`src/rtl/serial_frame_tx.sv`:
```
// Serial frame transmitter: preamble, MSB-first payload and a parity bit, one bit per clock,
// followed by a programmable idle gap before the next frame can be accepted.
module serial_frame_tx #(
  parameter int unsigned        DATA_W     = 8,
  parameter int unsigned        PRE_LEN    = 4,
  parameter logic [PRE_LEN-1:0] PREAMBLE   = 4'b1010,
  parameter bit                 PARITY_ODD = 1'b0,
  parameter int unsigned        GAP        = 2
) (
  input  logic              clk,
  input  logic              reset,
  input  logic              start,
  input  logic [DATA_W-1:0] data_in,
  output logic              ready,
  output logic              sout,
  output logic              sout_valid,
  output logic              done
);

  localparam int unsigned CntMax0 = (PRE_LEN > DATA_W) ? PRE_LEN : DATA_W;
  localparam int unsigned CntMax  = (GAP > CntMax0) ? GAP : CntMax0;
  localparam int unsigned CntW    = (CntMax > 1) ? $clog2(CntMax) : 1;

  // The counter holds the number of bits still to send in the current section.
  localparam logic [CntW-1:0] PreLast  = CntW'(PRE_LEN - 1);
  localparam logic [CntW-1:0] DataLast = CntW'(DATA_W - 1);
  localparam logic [CntW-1:0] GapLast  = CntW'((GAP > 0) ? GAP - 1 : 0);

  typedef enum logic [2:0] {
    StIdle,
    StPre,
    StData,
    StPar,
    StGap
  } state_e;

  state_e              state_q;
  logic [CntW-1:0]     cnt_q;
  logic [PRE_LEN-1:0]  pre_q;
  logic [DATA_W-1:0]   data_q;
  logic                par_q;

  always_ff @(posedge clk) begin
    if (reset) begin
      state_q    <= StIdle;
      cnt_q      <= '0;
      pre_q      <= '0;
      data_q     <= '0;
      par_q      <= 1'b0;
      ready      <= 1'b1;
      sout       <= 1'b0;
      sout_valid <= 1'b0;
      done       <= 1'b0;
    end else begin
      unique case (state_q)
        StIdle: begin
          if (start) begin
            data_q     <= data_in;
            par_q      <= (^data_in) ^ PARITY_ODD;
            pre_q      <= PREAMBLE << 1;
            sout       <= PREAMBLE[PRE_LEN-1];
            sout_valid <= 1'b1;
            ready      <= 1'b0;
            cnt_q      <= PreLast;
            state_q    <= StPre;
          end
        end
        StPre: begin
          if (cnt_q != '0) begin
            sout  <= pre_q[PRE_LEN-1];
            pre_q <= pre_q << 1;
            cnt_q <= cnt_q - 1'b1;
          end else begin
            sout    <= data_q[DATA_W-1];
            data_q  <= data_q << 1;
            cnt_q   <= DataLast;
            state_q <= StData;
          end
        end
        StData: begin
          if (cnt_q != '0) begin
            sout   <= data_q[DATA_W-1];
            data_q <= data_q << 1;
            cnt_q  <= cnt_q - 1'b1;
          end else begin
            sout    <= par_q;
            done    <= 1'b1;
            state_q <= StPar;
          end
        end
        StPar: begin
          sout       <= 1'b0;
          sout_valid <= 1'b0;
          done       <= 1'b0;
          cnt_q      <= GapLast;
          if (GAP > 0) begin
            state_q <= StGap;
          end else begin
            ready   <= 1'b1;
            state_q <= StIdle;
          end
        end
        StGap: begin
          if (cnt_q == '0) begin
            ready   <= 1'b1;
            state_q <= StIdle;
          end else begin
            cnt_q <= cnt_q - 1'b1;
          end
        end
        default: state_q <= StIdle;
      endcase
    end
  end

endmodule

```
`config.mk`:
```
export PLATFORM = sky130hd
export DESIGN_NAME = serial_frame_tx
export DESIGN_NICKNAME = d
export VERILOG_FILES = /design/src/rtl/serial_frame_tx.sv
export SDC_FILE = /design/constraint.sdc
export NUM_CORES = 1
export LEC_CHECK = 0
export CORE_MARGIN = 10
export CORE_UTILIZATION = 35
export DETAILED_ROUTE_END_ITERATION = 7
export SETUP_SLACK_MARGIN = 0.4
export SYNTH_ARGS = -nofsm -noshare
export SYNTH_HDL_FRONTEND = slang
export SYNTH_SLANG_ARGS = --single-unit
```
`constraint.sdc`:
```
create_clock -name clk -period 2.9 [get_ports clk]
set_input_delay 0.725 -clock clk [delete_from_list [all_inputs] [get_ports clk]]
set_output_delay 0.725 -clock clk [all_outputs]
set_load 0.01 [all_outputs]
```
* Yosys cells after proc, flatten, opt, wreduce, memory -nomap -nowiden *
Cells that the tools add are included.

storage, ports and cells
  register bits after elaboration = 23
  bits in latches = 0
  RAM bits = 0
  memory bits (read-only) = 0
  bits of input ports = 11
  output and inout port bits = 4
  logic and storage cells = 68
  memories = 0

operators by class
  $add $sub $neg = 1
  $mul = 0
  divide/modulo/power cells = 0
  magnitude comparators = 0
  equal/unequal tests = 11
  shift-type cells = 0
  multiplexer cells = 27
  bitwise logic cells = 0
  reduce and logical (&&, ||, !) cells = 20

operators with widths
  kind                 count
  $pmux 3 s5           2
  $mux 3               8
  $mux 8               3
  $pmux 8 s3           1
  $ne 2x2->1 const B   7
  $reduce_and 4->1     3
  $mux 4               2
  $pmux 4 s2           1
  $reduce_and 2->1     4
  $reduce_bool 2->1    4
  $reduce_xor 8->1     1
  $eq 3x2->1 const B   2
  $logic_not 3->1      2
  $mux 1               6
  $pmux 1 s2           3
  $reduce_and 3->1     2
  $reduce_bool 3->1    2
  $reduce_bool 5->1    1
  $pmux 1 s4           1
  $reduce_bool 4->1    1
  $eq 3x1->1 const B   1
  $eq 3x3->1 const B   1
  $sub 3x1->3 const B  1

* Longest topological paths before layout *
  depth after elaboration = 3
  mapped depth = 9

* Worst setup path after synthesis *
OpenSTA, ideal clock, no wires.

  kind = register to register
  start = reg cnt_q[0]
  end = reg data_q[7]
  arrival time = 1707 ps
  required time = 2821 ps
  path slack = 1114 ps
  cell stages (with the launch flop) = 9
  buffers on the path = 2
  cell sequence = dfxtp_1 > inv_1 > ha_1 > nor2b_1 > buf_4 > a2111oi_4 > buf_6 > nor2_1 > a211oi_2

between the ends
  longest elaborated chain between the ends = 3

ends and longest elaborated chain
  what                            RTL line  source
  from (decl)                     38        logic [CntW-1:0] cnt_q;
  from (signal assigned)          64        cnt_q <= PreLast;
  from (signal assigned)          72        cnt_q <= cnt_q - 1'b1;
  from (signal assigned)          76        cnt_q <= DataLast;
  $reduce_bool 3->1 (*)           69, 81
  $ne 2x2->1 (no line)            n/a
  $reduce_and 4->1 (no line) (*)  n/a
  to (signal assigned)            58        data_q <= data_in;
  to (signal assigned)            75        data_q <= data_q << 1;
  to (signal assigned)            83        data_q <= data_q << 1;
  to (decl)                       40        logic [DATA_W-1:0] data_q;

Mark *: on every way between the ends. The rest lies on a longest branch, timed or not.
A chain may end at the register's enable or synchronous reset.

* Worst setup path in the final report *
  start = in start
  end = reg cnt_q[2]

between the ends
  longest elaborated chain between the ends = 2

ends and longest elaborated chain
  what                        RTL line  source
  from (decl)                 12        input logic start,
  $ne 2x2->1 (no line)        n/a
  $reduce_and 4->1 (no line)  n/a

No other way between the ends.

==> out/metrics.cfg <==
[status]
status = complete, no violations

[global_route]
antenna_found_initial = 0
grtUsageTotal_pct = 8.30
grt_overflow = 0
grt_max_degree = 22
grt_pass1_wl_um = 4300
grt_pass1_vias = 1014

[yosys]
synth_fa_ha_area_share_pct = 3.01
ys_async_sr_fraction_pct = 0
synth_top_family_by_area = compound AO/OA/AOI/OAI gates
yosysWarnings = 0
synth_top_area_share_pct = 36.1
yosysTopAreaCell = dfxtp_1
syn-instance-count = 136
synthSimpleGateAreaFrac_pct = 15.8
syn-num-nets = 149
synth_compound_area_share_pct = 26.5
seq_area_frac_synth_pct = 36.1
synth_area_per_cell_sq_um = 8.57
ys.flop_type = dfxtp_1
synth_area_sq_um = 1160
synth-edff-count = 0
synth_xor_area_share_pct = 6.02
post_synth_mux_area_share_pct = 6.87
synth.distinct_cells = 38
synth-seq-cells = 21
ys_top_cells_by_area = dfxtp_1 36%, mux2i_1 6.9%, a21oi_1 6.4%, nor2_1 4.8%, a211oi_1 4.5%

[worst_setup_path]
critPathRequiredTime_ns = 3.08
crit_start = start
crit_fanout = 4
worstSetupStartpointType = input pin
arrival_ns = 2.19
end_kind = flip-flop
critical_path_class = in2reg
r2r-start = cnt_q[0]

[power]
power.density_nw_per_um2 = 766
irDropWorstVdd_mv = 0.308
power_leakage_nw = 0.496

[timing]
post-route-period-util_pct = 69.4
totalNegativeSetupSlack_ns = 0
finalSetupViolations = 0
final_max_slew_viol_count = 0
holdWs_ns = 0.461
post-route-min-period_ns = 2.01
worst_pin_slew_ns = 0.806
max_freq_ghz = 0.497
hold_violations = 0
fin_skew_ns = 0.00650
setup_ws_ns = 0.887
maxSlewHeadroom_pct = 46.2
rsz0062_at_grt = no

[die]
core_sq_um = 3130
io_pins = 15
die_h_um = 77.7
fp-row-count = 20
start_util_pct = 37.2
die_x_um = 77.7
fp.dieArea_sq_um = 6040

[placed_design]
io_buffers = 14
detailed_place_hpwl_um = 1870
dp_slack_ns = 0.577
dpl_cell_area_sq_um = 1330
gp_congestion = 0.811

[cells_and_area]
syn_to_final_growth_pct = 16.6
layout-drive-gt1-share_pct = 10.1
utilization_pct = 43.4
final.fill_count = 316
fin_nets = 162
final_cell_area_sq_um = 1360
diodes = 0

[clock_network]
postCtsResizedCells = 0
cts_root_buf = clkbuf_4
cts_tree = built
numCtsBuffers = 3
clkSinkCount = 21
htree_levels = 1
path_clk_slew_ns = 0.11
post_cts_buffers = 0
clock_latency_ns = 0.30
clockBufferDepth = 2
cts_hold_buf = 0

[detailed_routing]
wl_met2_um = 1180
route.met3.wl_um = 105
wl_per_cell_um = 12.8
drc = 0
drtAntennaViolNets = 0
wl_met1_um = 1150
wl_um = 2460
top_layer_used = met4
drt_iter0_drc = 28
dr.pass1.iters = 4
via_count = 995
vias_per_cell = 5.18

[run]
cap_viol_max_count = 0

[hold_path]
min_path_type = reg2reg
hold_start = pre_q[2]

cell usage after synthesis, drive strengths merged (2+ instances only):
library cell	instances
dfxtp	21
a21oi	16
nor2	16
nand2	10
a211oi	9
mux2i	8
o21ai	7
xnor2	6
buf	5
clkbuf	4
inv	4
nor3	4
nor2b	3
a31oi	2
ha	2
o22ai	2
xor2	2
path summary, 6_finish.rpt:
path          endpoint  slack [ns]  cells past startpoint
max           cnt_q[2]        0.89                      6
min reg2reg   pre_q[3]        0.46                      2
max reg2reg  data_q[4]        1.01                      8
min           pre_q[3]        0.46                      2
final cells by class:
class                           instances  area, sq um  area share [%]
Clock buffer                            3         22.5            1.66
Clock inverter                          1         5.00           0.368
Inverter                                4         15.0            1.10
Multi-Input combinational cell        102          678            49.9
Sequential cell                        21          420            30.9
Tap cell                               44         55.1            4.05
Timing Repair Buffer                   17          163            12.0
state kept, by name (all words and copies together) (netlist names):
signal / flops
data_q: 8
cnt_q: 3
state_q: 3
pre_q: 2
done: 1
par_q: 1
ready: 1
sout: 1
sout_valid: 1
cell usage in the layout (no fill, tap or decap), drive strengths merged:
| master | Yosys | layout |
|---|---|---|
| clkinv | 0 | 1 |
| buf | 5 | 3 |
| nor3 | 4 | 4 |
| o21bai | 1 | 1 |
| o211ai | 1 | 1 |
| o21ai | 7 | 7 |
| a32oi | 1 | 1 |
| maj3 | 1 | 1 |
| clkdlybuf4s50 | 0 | 14 |
| or2 | 1 | 1 |
| a311oi | 1 | 1 |
| nand2b | 1 | 1 |
| ha | 2 | 2 |
| xnor2 | 6 | 6 |
| o22ai | 2 | 2 |
| nand3b | 1 | 1 |
| a2111oi | 1 | 1 |
| dfxtp | 21 | 21 |
| mux2i | 8 | 8 |
| a21oi | 16 | 16 |
| o221a | 1 | 1 |
| or2b | 1 | 1 |
| nor2 | 16 | 16 |
| or3 | 1 | 1 |
| a211oi | 9 | 9 |
| clkbuf | 4 | 3 |
| inv | 4 | 4 |
| and3 | 1 | 1 |
| nand2 | 10 | 10 |
| nand3 | 1 | 1 |
| nor2b | 3 | 3 |
| a31oi | 2 | 2 |
| a41oi | 1 | 1 |
| xor2 | 2 | 2 |
worst max-delay path: stages:
cell,delay [ns]
clkdlybuf4s50_1,0.49
nor2b_1,0.28
a31oi_1,0.08
o22ai_1,0.32
mux2i_1,0.23
nor3_1,0.06
report_power, final:
group	switching, W	internal [W]
clock	0.0000887	0.0000514
combinational	0.000258	0.000219
sequential	0.0000622	0.000361
total	0.000409	0.000632
through the flow:
| step | cells | power [W] |
|---|---|---|
| 4_1_cts | 192 | 0.00105 |
| 2_1_floorplan | 136 | 0.000801 |
| 3_3_place_gp | 188 | 0.000902 |
| 3_5_place_dp | 188 | 0.000911 |
| 6_report | 192 | 0.00104 |
| 5_1_grt | 192 | 0.00113 |
kinds of logic (layout without fill, tap and decap cells):
logic type | after synthesis | after routing
mux | 8 | 8
buf+inv | 13 | 25
fa+ha+maj | 3 | 3
xor+xnor | 8 | 8
compound gates | 43 | 43
simple gates | 40 | 40
flops | 21 | 21
layer usage:
metal	track usage, %	vias to the layer above
met2	14.9	24
met1	9.06	459
li1	-	510
met3	3.11	2
met4	1.64	0
met5	0	-
No activity file was read; power rests on OpenSTA's default activity.
